$ cat config.mk
export PLATFORM = sky130hd
export DESIGN_NAME = lv_mem
export DESIGN_NICKNAME = d
export VERILOG_FILES = /design/src/rtl/lv_mem.sv
export SDC_FILE = /design/constraint.sdc
export NUM_CORES = 1
export LEC_CHECK = 0
export ABC_CLOCK_PERIOD_IN_PS = 3500
export BUFFER_PORTS_ARGS = -buffer_cell sky130_fd_sc_hd__buf_2
export CAP_MARGIN = 20
export CORE_AREA = 4 4 41 43
export DETAILED_ROUTE_END_ITERATION = 6
export DIE_AREA = 0 0 45 47
export GPL_TIMING_DRIVEN = 0
export PLACE_DENSITY_LB_ADDON = 0.12
export SKIP_CTS_REPAIR_TIMING = 1
export SYNTH_ARGS = -nofsm -noshare
export SYNTH_HDL_FRONTEND = slang
export SYNTH_SLANG_ARGS = --single-unit
$ cat constraint.sdc
create_clock -name clk -period 3.5 [get_ports clk]
set_input_delay 0.175 -clock clk [delete_from_list [all_inputs] [get_ports clk]]
set_output_delay 0.175 -clock clk [all_outputs]
set_load 0.005 [all_outputs]
$ cat src/rtl/lv_mem.sv
// Level register for the sequence game: holds level 0..8, armed by on, advanced by up.
// Build option: define LV_MEM_WRAP_EN to wrap 8->1 instead of saturating at 8.
module lv_mem (
   output logic [3:0] lv,
   input  logic       up,
   input  logic       on,
   input  logic       setzero,
   input  logic       reset,
   input  logic       clk
);

   localparam logic [3:0] LV_MAX = 4'd8;

   logic       armed;
   logic [3:0] lv_inc;

   // Next level for an accepted up; out-of-range values recover like the top level.
   always_comb begin
      lv_inc = lv + 4'd1;
      if (lv >= LV_MAX) begin
`ifdef LV_MEM_WRAP_EN
         lv_inc = 4'd1;
`else
         lv_inc = LV_MAX;
`endif
      end
   end

   always_ff @(posedge clk) begin
      if (reset) begin
         lv    <= 4'd0;
         armed <= 1'b0;
      end else if (setzero) begin
         lv    <= 4'd0;
      end else if (on) begin
         lv    <= 4'd1;
         armed <= 1'b1;
      end else if (up && armed) begin
         lv    <= lv_inc;
      end
   end

endmodule

==> metrics.md <==
| Metric | Value |
|---|---|
| DRT Pass-1 Iters | `2` |
| Ranking of synthesized cells by area | `dfxtp_1 42%, ha_1 11%, a21oi_1 6.3%, nor2_1 6.3%, a31oi_1 5.3%` |
| Leakage | `approximately 0.14 nW` |
| Max Cap Viol | `0` |
| Synth area leader | `dfxtp_1` |
| ANT nets after route | `0` |
| Total global-route track usage | `around 6.6%` |
| Largest fanout on the critical path | `6` |
| Startpoint Class | `register` |
| Critical path's top delay family | `simple AND/OR/NAND/NOR gates` |
| Root Buffer | `clkbuf_4` |
| Drt via density | `between 4 and 5` |
| WL/cell | `9.67 um` |
| Reg2reg setup slack | `2.25 ns` |
| Vias in the first global route | `around 240` |
| Peak Freq | `roughly 800 MHz` |
| DRC Markers | `0` |
| Final TNS setup | `0 ns` |
| CP startpoint | `lv[0]` |
| Placed instance area | `295 um2` |
| CP max-delay cell | `or4b_1` |
| Final Hold Viols | `0` |
| CP Capture Type | `register` |
| First-pass GRT wire length | `938 um` |
| Fin nets | `48` |
| IO Port Bufs | `8` |
| Total gr overflow | `0` |
| Async SR Flop Fraction | `0%` |
| Cells after Synth | `28` |
| Status | `completed` |
| RSZ-0062 raised after global routing | `false` |
| Worst EP arrival | `1.42 ns` |
| Most frequent cells after synthesis | `5 x dfxtp_1, 4 x nor2_1, 3 x a21oi_1, 3 x inv_1` |
| Total die area | `2120 um2` |
| Final Wtd Congestion | `0.672` |
| Initial DRC count | `1` |
| Worst hold stages | `2` |
| Synthesized area | `236 um2` |
| Max Slew Vio Count | `0` |
| Crit path kind | `reg -> reg` |
| Clock Path Buffers | `2` |
| Top_reg_cell synth | `dfxtp_1` |
| FF-to-FF Start | `lv[0]` |
| Fin crit period | `1.25 ns` |
| Seq/Total Area, Yosys | `42.3%` |
| Synth-to-layout area growth | `36.0%` |
| FF+latch count, synth | `5` |
| Initial antenna violation count | `0` |
| Clock Sinks | `5` |
| Worst-path clk slew | `0.05 ns` |
| Worst path max stage delay | `0.43 ns` |
| Stages on worst setup path | `3` |
| R2R depth | `3` |
| Post-synth EDFFs | `0` |
| Critical R2R Capture | `lv[2]` |
| Chip width | `45 um` |
| Clock tree from TritonCTS | `built` |
| Die H | `47 um` |
| Initial core utilization | `18.2%` |
| Antenna diode count | `0` |
| Post-synth top area share | `42.3%` |
| Buf/Inv on CP | `0` |
| Worst ir drop on vdd | `132 uV` |
| Setup violators final | `0` |
| Post-route cell area | `~320 um2` |
| Largest net degree at the start of global routing | `7` |
| Core outline area | `1300 um2` |
| Final period utilization | `35.8%` |
| Worst Hold Class | `in -> reg` |
| Synth cell types | `14` |
| Std cell rows | `13` |
| Via count | `238` |
| Max Clock Skew | `approximately 0.0041 ns` |
| Final WL | `532 um` |
| Top-count cell post-synth | `dfxtp_1` |
| Worst-Skew Late Latency | `between 0.2 and 0.25 ns` |
| Post-DP HPWL | `roughly 420 um` |
| Post-layout util | `24.7%` |
| Slew @ Worst Pin | `0.194 ns` |
| H-tree levels | `1` |
| Critical Path End | `lv[2]` |
| Io pins | `9` |
| PD cells | `422 nW/um2` |
| Avg Cell Area, Syn | `between 8 and 9 um2` |
| Share of cells above drive strength 1 | `30.0%` |
| Yosys Warn Count | `0` |
| Syn_nets | `35` |
| Crit-path cells | `ha_1, or4b_1, a21oi_1` |
| CTS buffer count | `3` |
| Max_slew headroom | `87.1%` |
| Req. time, crit path | `3.67 ns` |
[worst register-to-register path, delay by kind of cell, from the launching register on]
kind,cells,cell delay [ns]
AOI/OAI and AO/OA,1,0.14
adders and majority gates,1,0.20
DFF,1,0.41
and+or+nand+nor,1,0.43
[metal layers]
layer | global-route usage (%) | share of wire [%] | vias to the layer above
met5 | 0 | 0 | -
met1 | 7.03 | 45 | 107
met3 | 2.68 | 10 | 2
met2 | 9.32 | 43 | 8
li1 | - | - | 121
met4 | 7.02 | 1.1 | 0
[worst min-delay path by stage]
| stage | startpoint | end | slack [ns] |
|---|---|---|---|
| CTS | reset | armed | 0.11 |
| detailed placement | reset | armed | 0.37 |
| finish | reset | armed | 0.12 |
| global route | reset | armed | 0.11 |
| global placement | reset | lv[0] | 0.36 |
| floorplan | reset | armed | 0.25 |
[power breakdown]
part | switching (mW) | internal, mW
clock | 0.0231 | 0.0431
sequential | 0.00209 | 0.0586
combinational | 0.00466 | 0.00398
total | 0.0299 | 0.106
[cell families (layout without fill, tap and decap cells)]
family / Yosys count / after routing / share of synthesized area, %
AOI/OAI and AO/OA: 7 / 7 / 16.9
buffers and inverters: 3 / 15 / 4.76
adders and majority gates: 2 / 2 / 10.6
and+or+nand+nor: 11 / 11 / 25.4
DFF: 5 / 5 / 42.3
[cell type report]
type | count | area [um2]
Fill cell | 165 | 980
Multi-Input combinational cell | 20 | 125
Sequential cell | 5 | 100
Timing Repair Buffer | 8 | 40.0
Clock buffer | 4 | 26.3
Tap cell | 15 | 18.8
Inverter | 3 | 11.3
[state kept, by name, indices dropped and copies added, names as in the netlist]
name   flops
armed      1
lv         4
[through the flow]
step | power [mW] | hold slack [ns] | cells | worst slack, ns
2_1_floorplan | 0.0651 | 0.247 | 28 | 2.33
3_3_place_gp | 0.0704 | 0.365 | 51 | 2.30
3_5_place_dp | 0.0704 | 0.365 | 51 | 2.26
4_1_cts | 0.139 | 0.106 | 55 | 2.24
5_1_grt | 0.144 | 0.111 | 55 | 2.14
6_report | 0.136 | 0.116 | 55 | 2.25
[layout by cell type (no fill, tap or decap)]
cell      synthesis  final
a31oi_1           2      2
buf_2             0      8
dfxtp_1           5      5
or3_1             1      1
a21oi_1           3      3
clkbuf_1          0      1
inv_1             3      3
nor2_1            4      4
o21ai_0           1      1
a211oi_1          1      1
or4b_1            1      1
nand2_2           1      1
clkbuf_4          0      3
nand4b_1          1      1
nand2_1           2      2
ha_1              2      2
and3_1            1      1
(Power assumes the default switching activity.)
